==> src/rtl/leaf_port.sv <==
// Router-side endpoint of the 16-bit GPU<->router link: validates NI flits into the leaf router
// and returns router flits to the NI under credit control. LEAF_PORT_STATS_EN adds counters.
module leaf_port #(
  parameter int unsigned DATA_W      = 16,
  parameter int unsigned LOCAL_GROUP = 1,
  parameter int unsigned LOCAL_LEAF  = 3,
  parameter int unsigned FIFO_DEPTH  = 8,
  parameter int unsigned NI_CREDITS  = 8
) (
  input  logic              clk,
  input  logic              reset,
  input  logic [DATA_W-1:0] ni_data_in,
  input  logic              ni_valid_in,
  output logic              ni_ready_out,
  output logic [DATA_W-1:0] ni_data_out,
  output logic              ni_valid_out,
  input  logic              ni_credit_in,
  output logic [DATA_W-1:0] net_data_out,
  output logic              net_valid_out,
  input  logic              net_ready_in,
  output logic              net_dst_local,
  input  logic [DATA_W-1:0] net_data_in,
  input  logic              net_valid_in,
  output logic              net_ready_out,
  output logic              err_hdr,
  output logic              ovf_sticky
`ifdef LEAF_PORT_STATS_EN
  ,
  output logic [15:0]       stat_up,
  output logic [15:0]       stat_down,
  output logic [15:0]       stat_drop
`endif
);

  localparam int unsigned AW = $clog2(FIFO_DEPTH);
  localparam int unsigned CW = AW + 1;
  localparam int unsigned KW = $clog2(NI_CREDITS + 1);
  localparam logic [CW-1:0] Depth    = CW'(FIFO_DEPTH);
  localparam logic [KW-1:0] MaxCred  = KW'(NI_CREDITS);
  localparam logic [3:0]    LocGroup = 4'(LOCAL_GROUP);
  localparam logic [1:0]    LocLeaf  = 2'(LOCAL_LEAF);

  typedef enum logic {StIdle, StHold} up_state_e;

  logic [DATA_W-1:0] ing_mem [FIFO_DEPTH];
  logic [DATA_W-1:0] eg_mem  [FIFO_DEPTH];

  up_state_e         up_state_q, up_state_d;
  logic [AW-1:0]     ing_wr_q, ing_wr_d, ing_rd_q, ing_rd_d;
  logic [AW-1:0]     eg_wr_q, eg_wr_d, eg_rd_q, eg_rd_d;
  logic [CW-1:0]     ing_count_q, ing_count_d, eg_count_q, eg_count_d;
  logic [KW-1:0]     credits_q, credits_d;
  logic [DATA_W-1:0] net_data_q, net_data_d, ni_data_q, ni_data_d;
  logic              net_dst_q, net_dst_d, ni_valid_q, ni_valid_d;
  logic              err_q, err_d, ovf_q, ovf_d;

  logic [5:0] ing_hdr;
  logic       ing_bad, ing_full, ing_pop, ing_push, ing_drop;
  logic       eg_acc, eg_bad, eg_push, eg_pop;

  assign ing_hdr  = ni_data_in[DATA_W-1 -: 6];
  assign ing_bad  = ni_valid_in && ((ing_hdr == 6'b000000) || (ing_hdr[5:2] > 4'd8));
  assign ing_full = (ing_count_q == Depth);
  // Head moves into the output register whenever that register is free or being accepted.
  assign ing_pop  = (ing_count_q != '0) && ((up_state_q == StIdle) || net_ready_in);
  assign ing_push = ni_valid_in && !ing_bad && (!ing_full || ing_pop);
  assign ing_drop = ni_valid_in && !ing_bad && ing_full && !ing_pop;

  assign eg_acc  = net_valid_in && net_ready_out;
  assign eg_bad  = eg_acc && (net_data_in[DATA_W-1 -: 6] != {LocGroup, LocLeaf});
  assign eg_push = eg_acc && !eg_bad;
  assign eg_pop  = (eg_count_q != '0) && (credits_q != '0);

  assign ni_ready_out  = (ing_count_q < Depth - CW'(1));
  assign net_ready_out = (eg_count_q < Depth);
  assign net_data_out  = net_data_q;
  assign net_valid_out = (up_state_q == StHold);
  assign net_dst_local = net_dst_q;
  assign ni_data_out   = ni_data_q;
  assign ni_valid_out  = ni_valid_q;
  assign err_hdr       = err_q;
  assign ovf_sticky    = ovf_q;

  always_comb begin
    up_state_d = up_state_q;
    net_data_d = net_data_q;
    net_dst_d  = net_dst_q;
    unique case (up_state_q)
      StIdle: begin
        if (ing_pop) begin
          net_data_d = ing_mem[ing_rd_q];
          net_dst_d  = (ing_mem[ing_rd_q][DATA_W-1 -: 4] == LocGroup);
          up_state_d = StHold;
        end
      end
      StHold: begin
        if (ing_pop) begin
          net_data_d = ing_mem[ing_rd_q];
          net_dst_d  = (ing_mem[ing_rd_q][DATA_W-1 -: 4] == LocGroup);
        end else if (net_ready_in) begin
          net_dst_d  = 1'b0;
          up_state_d = StIdle;
        end
      end
      default: up_state_d = StIdle;
    endcase
  end

  always_comb begin
    ing_wr_d    = ing_wr_q + AW'(ing_push);
    ing_rd_d    = ing_rd_q + AW'(ing_pop);
    ing_count_d = ing_count_q + CW'(ing_push) - CW'(ing_pop);
    eg_wr_d     = eg_wr_q + AW'(eg_push);
    eg_rd_d     = eg_rd_q + AW'(eg_pop);
    eg_count_d  = eg_count_q + CW'(eg_push) - CW'(eg_pop);
    ni_valid_d  = eg_pop;
    ni_data_d   = eg_pop ? eg_mem[eg_rd_q] : ni_data_q;
    credits_d   = credits_q;
    if (eg_pop && !ni_credit_in) begin
      credits_d = credits_q - KW'(1);
    end else if (!eg_pop && ni_credit_in && (credits_q < MaxCred)) begin
      credits_d = credits_q + KW'(1);
    end
    err_d = ing_bad || eg_bad;
    ovf_d = ovf_q || ing_drop;
  end

  always_ff @(posedge clk) begin
    if (ing_push) ing_mem[ing_wr_q] <= ni_data_in;
    if (eg_push)  eg_mem[eg_wr_q]   <= net_data_in;
  end

  always_ff @(posedge clk) begin
    if (reset) begin
      up_state_q  <= StIdle;
      ing_wr_q    <= '0;
      ing_rd_q    <= '0;
      ing_count_q <= '0;
      eg_wr_q     <= '0;
      eg_rd_q     <= '0;
      eg_count_q  <= '0;
      credits_q   <= MaxCred;
      net_data_q  <= '0;
      net_dst_q   <= 1'b0;
      ni_data_q   <= '0;
      ni_valid_q  <= 1'b0;
      err_q       <= 1'b0;
      ovf_q       <= 1'b0;
    end else begin
      up_state_q  <= up_state_d;
      ing_wr_q    <= ing_wr_d;
      ing_rd_q    <= ing_rd_d;
      ing_count_q <= ing_count_d;
      eg_wr_q     <= eg_wr_d;
      eg_rd_q     <= eg_rd_d;
      eg_count_q  <= eg_count_d;
      credits_q   <= credits_d;
      net_data_q  <= net_data_d;
      net_dst_q   <= net_dst_d;
      ni_data_q   <= ni_data_d;
      ni_valid_q  <= ni_valid_d;
      err_q       <= err_d;
      ovf_q       <= ovf_d;
    end
  end

`ifdef LEAF_PORT_STATS_EN
  logic [15:0] stat_up_q, stat_up_d, stat_down_q, stat_down_d, stat_drop_q, stat_drop_d;
  logic [16:0] up_sum, down_sum, drop_sum;

  always_comb begin
    up_sum      = {1'b0, stat_up_q} + 17'(net_valid_out && net_ready_in);
    down_sum    = {1'b0, stat_down_q} + 17'(eg_pop);
    // Ingress and egress discards can land in the same cycle.
    drop_sum    = {1'b0, stat_drop_q} + 17'(ing_drop || ing_bad) + 17'(eg_bad);
    stat_up_d   = up_sum[16] ? 16'hFFFF : up_sum[15:0];
    stat_down_d = down_sum[16] ? 16'hFFFF : down_sum[15:0];
    stat_drop_d = drop_sum[16] ? 16'hFFFF : drop_sum[15:0];
  end

  always_ff @(posedge clk) begin
    if (reset) begin
      stat_up_q   <= '0;
      stat_down_q <= '0;
      stat_drop_q <= '0;
    end else begin
      stat_up_q   <= stat_up_d;
      stat_down_q <= stat_down_d;
      stat_drop_q <= stat_drop_d;
    end
  end

  assign stat_up   = stat_up_q;
  assign stat_down = stat_down_q;
  assign stat_drop = stat_drop_q;
`endif

endmodule

==> config.mk <==
export PLATFORM = sky130hd
export DESIGN_NAME = leaf_port
export DESIGN_NICKNAME = d
export VERILOG_FILES = /design/src/rtl/leaf_port.sv
export SDC_FILE = /design/constraint.sdc
export NUM_CORES = 1
export LEC_CHECK = 0
export CAP_MARGIN = 20
export CORE_UTILIZATION = 25
export DETAILED_ROUTE_END_ITERATION = 16
export HOLD_SLACK_MARGIN = 0.08
export PLACE_DENSITY_LB_ADDON = 0.08
export SLEW_MARGIN = 10
export SYNTH_ARGS = -nofsm -noshare
export SYNTH_HDL_FRONTEND = slang
export SYNTH_SLANG_ARGS = --single-unit
==> constraint.sdc <==
create_clock -name clk -period 3.85 [get_ports clk]
set_input_delay 0.385 -clock clk [delete_from_list [all_inputs] [get_ports clk]]
set_output_delay 0.385 -clock clk [all_outputs]
set_load 0.01 [all_outputs]
==> key figures, run 1 <==
Die
  – Count of boundary I/O pins: 77
  – Placeable core region: 0.04805 mm2
  – Std cell rows: 80
  – X dimension of the die: approximately 220 um
  – Die Ht: around 220 um
  – Area enclosed by the die boundary: around 0.05 mm2
  – Starting utilization of the core area: between 20% and 30%

Min path
  – Hold Path Class: reg2reg

Critical path
  – Critical register-to-register path endpoint: credits_q[3]
  – Beginning of the worst register-to-register path: eg_count_q[3]
  – Worst-case reg-to-reg path depth: 10
  – Crit path launch type: input pin
  – End point of the critical path: eg_mem[3][12]
  – Largest fanout of any net on the critical path: 12
  – Slack of the worst reg-to-reg path: 1270 ps
  – Critical path start-end classification: in2reg
  – Crit. End Element: flop
  – Critical path required time: around 4000 ps
  – Critical path data arrival time: 2820 ps
  – Worst setup path startpoint: net_data_in[13]

Finish
  – Storage cell area: approximately 0.0089 mm2
  – Net count, final: roughly 840
  – Number of fill cells in the layout: approximately 4700
  – Multi-input combinational cell area: roughly 0.0032 mm2
  – Layout overhead on the synthesized area: 22.52%
  – Layout cell share with drive strength beyond 1: 19.70%

Routing
  – DRC violation total after the first TritonRoute iteration: about 410
  – Post-DR vias/cell: 4.379
  – Final ANT Viol Nets: 0
  – Drt pass-1 iters: 4
  – Final routed wirelength across all metal layers: about 29000 um
  – Routed WL per cell: ~20 um
  – Number of DRC violations after detailed routing: 0
  – Vias post-DR: ~6200

Power and ir drop
  – Cell leakage power: 0.004875 uW
  – Power Dens Cells: roughly 670 mW/mm2
  – Peak ir drop on the vdd network: ~0.22 mV
  – Overall power consumption: about 10000 uW

GRT
  – Number of antenna violations at the first check in global routing: 2
  – Maximum number of pins on one net before global-route repair: 39
  – Via count of the first global-routing pass: 6625
  – All-layer global routing usage: approximately an eighth
  – Grt ovf: 0
  – Global-route wire length before repair: roughly 43000 um

Run
  – MaxCap Viol Count: 0

Yosys
  – Distinct cell type count of the synthesized netlist: 46
  – Number of instances in the synthesized netlist: approximately 660
  – Share of Yosys cell area claimed by the top area cell type: between 60% and 70%
  – Net count after synthesis: about 700
  – Cell type contributing the most total cell area after synthesis: sky130_fd_sc_hd__edfxtp_1
  – Count of yosys warnings during synthesis: 0
  – Flip-flop and latch count after synthesis: 317
  – Post-Synthesis Mean Instance Area: about 19 um2
  – Area of the mapped netlist: 0.01226 mm2
  – Share of synthesized flip-flops with an asynchronous set or reset: 0%
  – Cells taking the most area after synthesis: sky130_fd_sc_hd__edfxtp_1, sky130_fd_sc_hd__mux4_2, sky130_fd_sc_hd__dfxtp_1
  – Post-synth EDFFs: around 260
  – Top_reg_cell synth: sky130_fd_sc_hd__edfxtp_1
  – Seq/Total Area, Yosys: roughly 73%

STA
  – Worst clock skew: roughly 15 ps
  – Worst slew slack as a fraction of its limit: between 30 and 40%
  – Setup violators final: 0
  – Setup repair after global routing missed its margin: false
  – Min Clock Period, post-route: between 2000 and 3000 ps
  – Final hold vios: 0
  – Final critical-path share of the clock period: between 60% and 70%
  – Total count of max-transition violations in the final report: 0
  – Final sum of negative setup slack: 0 ps
  – Max Fclk: ~0.38 GHz
  – Actual transition at the worst max-transition pin: 981.9 ps
  – Worst hold margin: around 500 ps

CTS
  – Resized Gates After CTS: 0
  – Clock Sink Count: ~320
  – CTS tree: yes
  – Clock-pin slew on the worst setup and hold paths: approximately 50 ps
  – Number of buffers between clock root and the deepest sink: 3
  – Count of buffers added by post-CTS timing repair for setup: 0
  – Count of hold-fix buffers inserted at cts: 0
  – Cell chosen for the clock root: sky130_fd_sc_hd__clkbuf_16
  – Clock latency at the later pin of the worst-skew pair: around 540 ps
  – Clock buffers created by TritonCTS: 36
  – Number of levels in the clock H-tree: 2

Placement
  – Detailed placement HPWL: ~18000 um
  – Port bufs: 76
  – Routability congestion estimate from global placement: 0.6671

Run status
  – Status: complete, no violations
-- registers in the layout (all words and copies together), names as in the netlist --
register	flops
net_data_out	16
net_valid_out	1
eg_count_q	4
err_hdr	1
eg_rd_q	3
ni_data_out	16
credits_q	4
eg_wr_q	3
net_dst_local	1
ing_rd_q	3
ing_mem	128
ing_count_q	4
ovf_sticky	1
ing_wr_q	3
ni_valid_out	1
eg_mem	128
-- cell usage in the layout, fill, tap and decap left out, types with 2 or more instances in the layout --
cell	count
sky130_fd_sc_hd__xnor2_1	9
sky130_fd_sc_hd__nand3_1	2
sky130_fd_sc_hd__clkdlybuf4s50_1	75
sky130_fd_sc_hd__a211oi_1	32
sky130_fd_sc_hd__dfxtp_2	4
sky130_fd_sc_hd__buf_4	33
sky130_fd_sc_hd__fa_1	3
sky130_fd_sc_hd__nand2_1	6
sky130_fd_sc_hd__clkbuf_16	37
sky130_fd_sc_hd__clkbuf_8	6
sky130_fd_sc_hd__a21oi_1	7
sky130_fd_sc_hd__nand3b_1	3
sky130_fd_sc_hd__nor2_1	57
sky130_fd_sc_hd__nor3_2	4
sky130_fd_sc_hd__inv_6	2
sky130_fd_sc_hd__o21a_1	2
sky130_fd_sc_hd__inv_2	2
sky130_fd_sc_hd__a21o_1	5
sky130_fd_sc_hd__inv_1	14
sky130_fd_sc_hd__a31oi_1	2
sky130_fd_sc_hd__clkinv_2	2
sky130_fd_sc_hd__o211a_1	2
sky130_fd_sc_hd__mux4_1	3
sky130_fd_sc_hd__ha_1	21
sky130_fd_sc_hd__nor3_1	4
sky130_fd_sc_hd__clkbuf_1	16
sky130_fd_sc_hd__edfxtp_1	256
sky130_fd_sc_hd__mux2i_1	32
sky130_fd_sc_hd__nand2b_1	6
sky130_fd_sc_hd__nor2b_1	14
sky130_fd_sc_hd__mux4_2	61
sky130_fd_sc_hd__clkinv_1	2
sky130_fd_sc_hd__dfxtp_1	57
-- critical path, stage by stage --
cell	delay, ps
sky130_fd_sc_hd__clkdlybuf4s50_1	580
sky130_fd_sc_hd__nor4b_1	520
sky130_fd_sc_hd__nand4_1	240
sky130_fd_sc_hd__inv_1	210
sky130_fd_sc_hd__nand2_1	150
sky130_fd_sc_hd__nor2_1	400
sky130_fd_sc_hd__buf_4	330
-- cells in the mapped netlist, types with 2 or more instances --
master and number:
sky130_fd_sc_hd__o21a_1 2, sky130_fd_sc_hd__a21oi_1 8, sky130_fd_sc_hd__nand2b_1 6, sky130_fd_sc_hd__fa_1 3, sky130_fd_sc_hd__a21o_1 5, sky130_fd_sc_hd__buf_4 4, sky130_fd_sc_hd__nor2_1 57, sky130_fd_sc_hd__o211a_1 2
sky130_fd_sc_hd__buf_6 2, sky130_fd_sc_hd__dfxtp_1 61, sky130_fd_sc_hd__mux4_1 3, sky130_fd_sc_hd__clkbuf_1 9, sky130_fd_sc_hd__a31oi_1 2, sky130_fd_sc_hd__ha_1 21, sky130_fd_sc_hd__xnor2_1 9, sky130_fd_sc_hd__edfxtp_1 256
sky130_fd_sc_hd__nand3b_1 3, sky130_fd_sc_hd__inv_1 14, sky130_fd_sc_hd__nand2_1 6, sky130_fd_sc_hd__nor2b_1 14, sky130_fd_sc_hd__nand3_1 2, sky130_fd_sc_hd__a211oi_1 32, sky130_fd_sc_hd__buf_1 3, sky130_fd_sc_hd__buf_2 13
sky130_fd_sc_hd__nor3_1 8, sky130_fd_sc_hd__mux4_2 61, sky130_fd_sc_hd__mux2i_1 32, sky130_fd_sc_hd__inv_2 2
-- layer usage --
layer | part of all wire [%] | up-vias | GRT usage (%)
met3 | 4.1 | 49 | 2.634
met2 | 47 | 103 | 19.19
met1 | 46 | 3210 | 15.85
met4 | 2.3 | 0 | 4.397
met5 | 0 | - | 0
li1 | - | 2847 | -
-- cell families after synthesis --
family | Yosys count | share of synthesized area [%]
AOI/OAI and AO/OA | 59 | 3.532
DFF | 317 | 72.68
buffers and inverters | 47 | 1.817
muxes | 97 | 14.56
xor gates and xnor gates | 9 | 0.6431
adders and majority gates | 24 | 2.633
and+or+nand+nor | 105 | 4.144
-- worst min path at each step --
stage | from | end | slack [ps] | cells after the start
after global routing | reset | ing_count_q[2] | 520 | 2
after floorplan | credits_q[2] | credits_q[2] | 480 | 2
after detailed placement | net_data_out[4] | net_data_out[4] | 490 | 2
after CTS | reset | ing_count_q[2] | 480 | 2
final | ni_data_out[14] | ni_data_out[14] | 500 | 2
after global placement | net_data_out[8] | net_data_out[8] | 490 | 2
-- through the flow --
step	std cells	area [um2]	worst slack, ps	utilization, %
global route	1417	15020	946.1	31.25
finish	1418	15020	1249	31.26
floorplan	658	12260	1139	-
detailed placement	1351	13900	647.6	28.94
CTS	1417	15020	1215	31.25
global placement	1351	13900	698.4	28.94
-- cell type report --
| cell class | instances | share of cell area [%] |
|---|---|---|
| Antenna cell | 1 | 0.01666 |
| Clock buffer | 59 | 7.115 |
| Clock inverter | 7 | 0.2833 |
| Inverter | 16 | 0.3999 |
| Multi-Input combinational cell | 294 | 21.03 |
| Sequential cell | 317 | 59.35 |
| Tap cell | 615 | 5.124 |
| Timing Repair Buffer | 109 | 6.682 |
-- report_power, final --
group          switching (uW)  internal [uW]
Clock                    1320           1900
Sequential                346           3990
Combinational            1220           1340
Total                    2890           7230
No activity file was read; power rests on OpenSTA's default activity.
==> run 2, diff against run 1 <==
clock period = 2.5 ns   (was 3.85 ns; I/O delays follow)
==> key figures, run 2 (synthesis gave the netlist of run 1 again) <==
Run status
  – Status: complete, no violations

Placement
  – Detailed placement HPWL: 17690 um (-4.2%)
  – Port bufs: 76 (unchanged)
  – Area post-placement: 0.01434 mm2 (+3.1%)
  – Routability congestion estimate from global placement: 0.7151 (+7.2%)
  – Placed Instances: 1382 (+2.3%)

Critical path
  – Largest fanout of any net on the critical path: 3 (-9)
  – Crit. End Element: flop
  – Critical path data arrival time: 2820 ps (about the same)
  – Slack of the worst reg-to-reg path: 110 ps (-1160 ps)
  – Crit path launch type: flop
  – Critical path required time: 2920 ps (-1150 ps)
  – Critical path start-end classification: reg2reg

Die
  – X dimension of the die: 223.4 um (unchanged)
  – Area enclosed by the die boundary: 0.04992 mm2 (unchanged)
  – Die Ht: 223.4 um (unchanged)
  – Starting utilization of the core area: 25.51% (unchanged)
  – Count of boundary I/O pins: 77 (unchanged)
  – Std cell rows: 80 (unchanged)
  – Placeable core region: 0.04805 mm2 (unchanged)

Run
  – MaxCap Viol Count: 0 (unchanged)

Routing
  – Drt pass-1 iters: 4 (unchanged)
  – Routed WL per cell: 20.22 um (-0.97%)
  – Vias post-DR: 6372 (+2.6%)
  – Final routed wirelength across all metal layers: 29380 um (+1.5%)
  – Post-DR vias/cell: 4.385 (+0.15%)
  – DRC violation total after the first TritonRoute iteration: 362 (-11%)
  – Final ANT Viol Nets: 0 (unchanged)
  – Number of DRC violations after detailed routing: 0 (unchanged)

STA
  – Max Fclk: around 0.42 GHz
  – Actual transition at the worst max-transition pin: 710.0 ps (-271.9 ps)
  – Final hold vios: 0 (unchanged)
  – Final critical-path share of the clock period: ~96%
  – Min Clock Period, post-route: between 2000 and 2500 ps
  – Worst slew slack as a fraction of its limit: 52.67% (+18 points)
  – Setup violators final: 0 (unchanged)
  – Worst clock skew: 18.91 ps (+4.344 ps)
  – Total count of max-transition violations in the final report: 0 (unchanged)

Finish
  – Number of cells in the finished layout apart from fillers: 1453 (+2.5%)
  – Layout overhead on the synthesized area: 27.13%
  – Area of all placed cells without fillers: 0.01558 mm2 (+3.8%)
  – Antenna diodes: 0 (-1)
  – Top library cells by usage in the layout, fill and taps aside: sky130_fd_sc_hd__edfxtp_1, sky130_fd_sc_hd__clkdlybuf4s50_1, sky130_fd_sc_hd__mux4_2
  – Layout cell share with drive strength beyond 1: 23.51% (+3.8 points)
  – Net count, final: 870 (+4.1%)
  – Largest registers: eg_mem: 128 flops, ing_mem: 128 flops
  – Leading cell type in the layout, fill and taps excluded: sky130_fd_sc_hd__edfxtp_1

GRT
  – Number of antenna violations at the first check in global routing: 0 (-2)
  – Global-route wire length before repair: 44150 um (+1.6%)
  – Via count of the first global-routing pass: 6979 (+5.3%)
  – Grt ovf: 0 (unchanged)
  – All-layer global routing usage: 12.10% (+0.14 points)
  – Maximum number of pins on one net before global-route repair: 34 (-13%)

Min path
  – Hold Path Class: in2reg

CTS
  – Clock buffers created by TritonCTS: 38 (+5.6%)
  – Number of buffers between clock root and the deepest sink: 3 (unchanged)
  – Number of levels in the clock H-tree: 2 (unchanged)
  – Clock latency at the later pin of the worst-skew pair: 540 ps (about the same)
  – Clock Sink Count: 317 (unchanged)
  – Count of hold-fix buffers inserted at cts: 0 (unchanged)
  – Cell chosen for the clock root: sky130_fd_sc_hd__clkbuf_16
  – CTS tree: yes
  – Clock-pin slew on the worst setup and hold paths: 60 ps (about the same)

Power and ir drop
  – Cell leakage power: 0.005132 uW (+5.3%)
  – Overall power consumption: 16190 uW (+60%)
  – Power Dens Cells: 1039 mW/mm2 (+54%)
  – Peak ir drop on the vdd network: 0.4362 mV (+100%)
[run 2: cell count changes in the layout (fill, tap and decap cells not counted), sizes merged]
cell    previous run  this run
diode              1         0
inv               18        19
bufinv             0         3
buf               34        66
clkbuf            59        53
clkinv             4        10
[run 2: worst paths after layout]
kind / from / end / depth (start not counted)
max: eg_count_q[3] / credits_q[3] / 10
min: reset / ni_valid_out / 2
max reg2reg: eg_count_q[3] / credits_q[3] / 10
min reg2reg: net_data_out[11] / net_data_out[11] / 2
[run 2: area by class of cell]
class,count,area (um2)
fill,4636,32460
inverter,16,60.06
clock buffer,53,1037
timing repair buffer,141,1444
clock inverter,17,180.2
multi-input combinational,294,3182
tap,615,769.5
sequential,317,8911
[run 2: power breakdown]
group	internal [uW]	total, uW	switching [uW]
Clock	3230	5370	2140
Sequential	6150	6440	290
Combinational	2250	4380	2130
Total	11600	16200	4570
[run 2: per-stage QoR]
stage	setup slack, ps	utilization [%]	hold WS [ps]	setup TNS, ps
CTS	45.80	32.38	230.6	0
finish	107.2	32.43	245.0	0
global route	-1.771	32.43	261.8	-1.771
floorplan	74.67	-	348.9	0
detailed placement	-610.8	29.84	493.7	-64840
global placement	-379.6	29.84	472.5	-43800
[run 2: critical path, stage by stage (launching register included)]
cell	delay [ps]
sky130_fd_sc_hd__dfxtp_1	320
sky130_fd_sc_hd__inv_1	70
sky130_fd_sc_hd__ha_1	170
sky130_fd_sc_hd__nor3b_2	170
sky130_fd_sc_hd__or3_4	350
sky130_fd_sc_hd__inv_2	70
sky130_fd_sc_hd__ha_1	220
sky130_fd_sc_hd__a21o_1	180
sky130_fd_sc_hd__a21o_1	180
sky130_fd_sc_hd__a21o_1	170
sky130_fd_sc_hd__a2111o_1	380
[run 2: routing by layer]
metal	vias to the layer above	part of all wire, %	global-route usage (%)
li1	2928	-	-
met1	3301	45	15.59
met2	99	48	20.10
met3	44	4.2	2.805
met4	0	2.2	3.844
met5	-	0	0
[run 2: what timing repair did]
item	in CTS	in global routing
hold endpoints to repair	0	0
setup buffers	0	1
resized for setup	1	2
endpoints found under the setup margin	1	2
pin swaps	0	1
==> RTL change, RTL diff (config.mk and constraints of run 1) <==
Take the reset off `ni_data_q` and load it in a clocked block of its own.
--- a/src/rtl/leaf_port.sv
+++ b/src/rtl/leaf_port.sv
@@ -143,5 +143,4 @@
       net_data_q  <= '0;
       net_dst_q   <= 1'b0;
-      ni_data_q   <= '0;
       ni_valid_q  <= 1'b0;
       err_q       <= 1'b0;
@@ -158,9 +157,12 @@
       net_data_q  <= net_data_d;
       net_dst_q   <= net_dst_d;
-      ni_data_q   <= ni_data_d;
       ni_valid_q  <= ni_valid_d;
       err_q       <= err_d;
       ovf_q       <= ovf_d;
     end
+  end
+
+  always_ff @(posedge clk) begin
+    ni_data_q <= ni_data_d;
   end
 
Behaviour: differs if reset is asserted again (counterexample within 4 cycles, from zero or initial values and one cycle with reset high); with reset held inactive, the same outputs for 4 cycles.
==> RTL change against run 1 <==
  * Critical path depth grew 5
  * Worst hold slack got worse by 0.15 ns
  * Sequential cell count is the same
  * Cell area increased by 0.97%
  * Worst setup slack worse by 0.20 ns
  * Routed wire length fell by 2.4%
  * Synthesized area is 0.40% lower
  * Final cell count decreased by 2.6%
  * Clock skew up 0.0065 ns
  * Power rose by 5.7%
  * Global-route usage fell by 0.32 points
==> RTL change: results (changes against run 1) <==
- CTS max path bufs: 3 (unchanged)
* Number of cells after detailed placement: 1,310 (-3.0%)
- H-tree depth reported by CTS: 2 (unchanged)
- Max frequency: 0.3574 GHz (-7.1%)
- The number of DRC markers after the initial detailed-route iteration came to 255 (-38%).
- Number of buffers added by the clock tree synthesis step: 39 (+8.3%)
- Clk Latency, worst-skew pair: 0.55 ns
- The largest net degree at the start of global routing is 34 (-13%).
* Slew @ Worst Pin: 0.9692 ns (-0.01269 ns)
- On the critical path, the stage with the largest delay is an instance of nor3b_1.
- The number of flops mapped to enable cells by yosys came to 272 (+6.3%).
- The setup slack at placement was 0.6213 ns (-0.02637 ns).
* First-pass GRT wire length: 42,120 um (-3.1%)
- 1st-pass router iterations: 5 (+1)
* Number of pins exceeding their max-slew limit in the final report: 0 (unchanged)
- The quantity of gates resized following cts is 0 (unchanged).
* Largest registers: eg_mem (128), ing_mem (128)
- The detailed-route via count was 5,991 (-3.5%).
- The internal power component was 7799 uW (+7.8%).
- Run status: finished clean
- Worst hold path class: in2reg
* Static Leak: 0.004929 uW (+1.1%)
- The largest stage delay on the critical path was 0.42 ns (-0.16 ns).
- The instance area at placement is 13,820 um2 (-0.64%).
- The count of port buffers added during placement is 76 (unchanged).
- The initial antenna violation count came to 0 (-2).
- In the post-synthesis netlist, the biggest area contributors are edfxtp_1, mux4_2, dfxtp_1, ha_1, mux2_2.
* Post-CTS Setup Inserts: 0 (unchanged)
- The placed wire-length estimate came to 16,210 um (-12%).
* Count of fill cells added during filler insertion: 4,568 (-2.1%)
- The post-synthesis async set-or-reset flop share came to 0% (unchanged).
- The maximum fanout along the worst path is 18 (+6).
- Total global routing track utilization: 11.64% (-0.32 points)
- The final RePlAce weighted congestion was 0.6505 (-2.5%).
* Worst EP arrival: 3.21 ns (+0.39 ns)
- The gate count after technology mapping was 621 (-5.6%).
- Drt total wl: 28,270 um (-2.4%)
- Number of warning messages in the yosys log: 0 (unchanged)
* Number of nets at the end of the flow: 798 (-4.5%)
* Number of antenna cells inserted: 0 (-1)
- The commonest cells after synthesis are edfxtp_1, mux4_2, dfxtp_1.
* Setup slack, reg-to-reg: 1.05 ns (-0.22 ns)
- Nets in the synthesized netlist: 683 (-5.1%)
- The register area share after synthesis was 74.28% (+1.6 points).
- The ratio of cells with drive above 1 in the final layout is 22.85% (+3.1 points).
- Peak supply drop: 0.0003844 V (+76%)
* Cell variety after synth: 45 (-2.2%)
- Vias in the first global route: 6,686 (+0.92%)
* Post-CTS clock slew at the launch and capture registers of the worst setup and hold paths: 0.06 ns
- Share of the core filled with cells: 31.63% (+0.37 points)
- The via-per-instance ratio came to 4.338 (-0.93%).
- CP top delay family: adder cells
* Worst clock skew: 0.02111 ns (+0.006543 ns)
==> RTL change: cell count changes after synthesis, sizes merged, moves of 3 or more <==
cell and delta:
mux2 +15, edfxtp +16, nor2 -18, buf -3
a211oi -16, mux2i -16, dfxtp -16
==> RTL change: final timing paths <==
kind,start,end,depth (start not counted)
worst max-delay path,eg_count_q[3],eg_count_q[2],12
worst min-delay path,reset,eg_rd_q[2],2
worst max register to register,eg_count_q[3],eg_count_q[2],12
worst min register to register,ovf_sticky,ovf_sticky,2
==> RTL change: stage by stage <==
step                hold WS, ns  power (uW)
floorplan                0.4695        6005
global placement         0.4431        6999
detailed placement       0.4402        7044
CTS                      0.3297       10960
global route             0.3494       11270
finish                   0.3453       10700
==> RTL change: cells by family (layout without fill, tap and decap cells) <==
family / after synthesis / count (layout) / share of synthesized area, %
xor gates and xnor gates: 9 / 9 / 0.6457
DFF: 317 / 317 / 74.28
adders and majority gates: 24 / 24 / 2.644
AOI/OAI and AO/OA: 44 / 44 / 2.562
buffers and inverters: 44 / 189 / 1.629
and+or+nand+nor: 87 / 87 / 3.556
muxes: 96 / 96 / 14.69
==> RTL change: cell type report <==
type,instances,area share (%)
Timing Repair Buffer,100,6.172
Clock inverter,27,2.195
Clock buffer,44,6.700
Inverter,18,0.4455
Sequential cell,317,59.84
Tap cell,615,5.074
Multi-Input combinational cell,260,19.58
==> RTL change: power groups by stage <==
stage / Combinational [uW] / Clock [uW] / Sequential, uW
after global routing: 2710 / 4080 / 4480
after global placement: 2490 / 0 / 4510
after CTS: 2540 / 3970 / 4450
after detailed placement: 2520 / 0 / 4520
final: 2450 / 3830 / 4430
after floorplan: 1600 / 0 / 4400
==> RTL change: metal layers <==
| layer | vias to the layer above | global-route usage (%) | share of wire (%) | routed length (um) |
|---|---|---|---|---|
| li1 | 2719 | - | - | - |
| met2 | 113 | 20.35 | 51 | 14400 |
| met3 | 53 | 2.436 | 3.8 | 1063 |
| met1 | 3106 | 13.88 | 42 | 12000 |
| met5 | - | 0 | 0 | 0 |
| met4 | 0 | 4.805 | 2.8 | 799 |
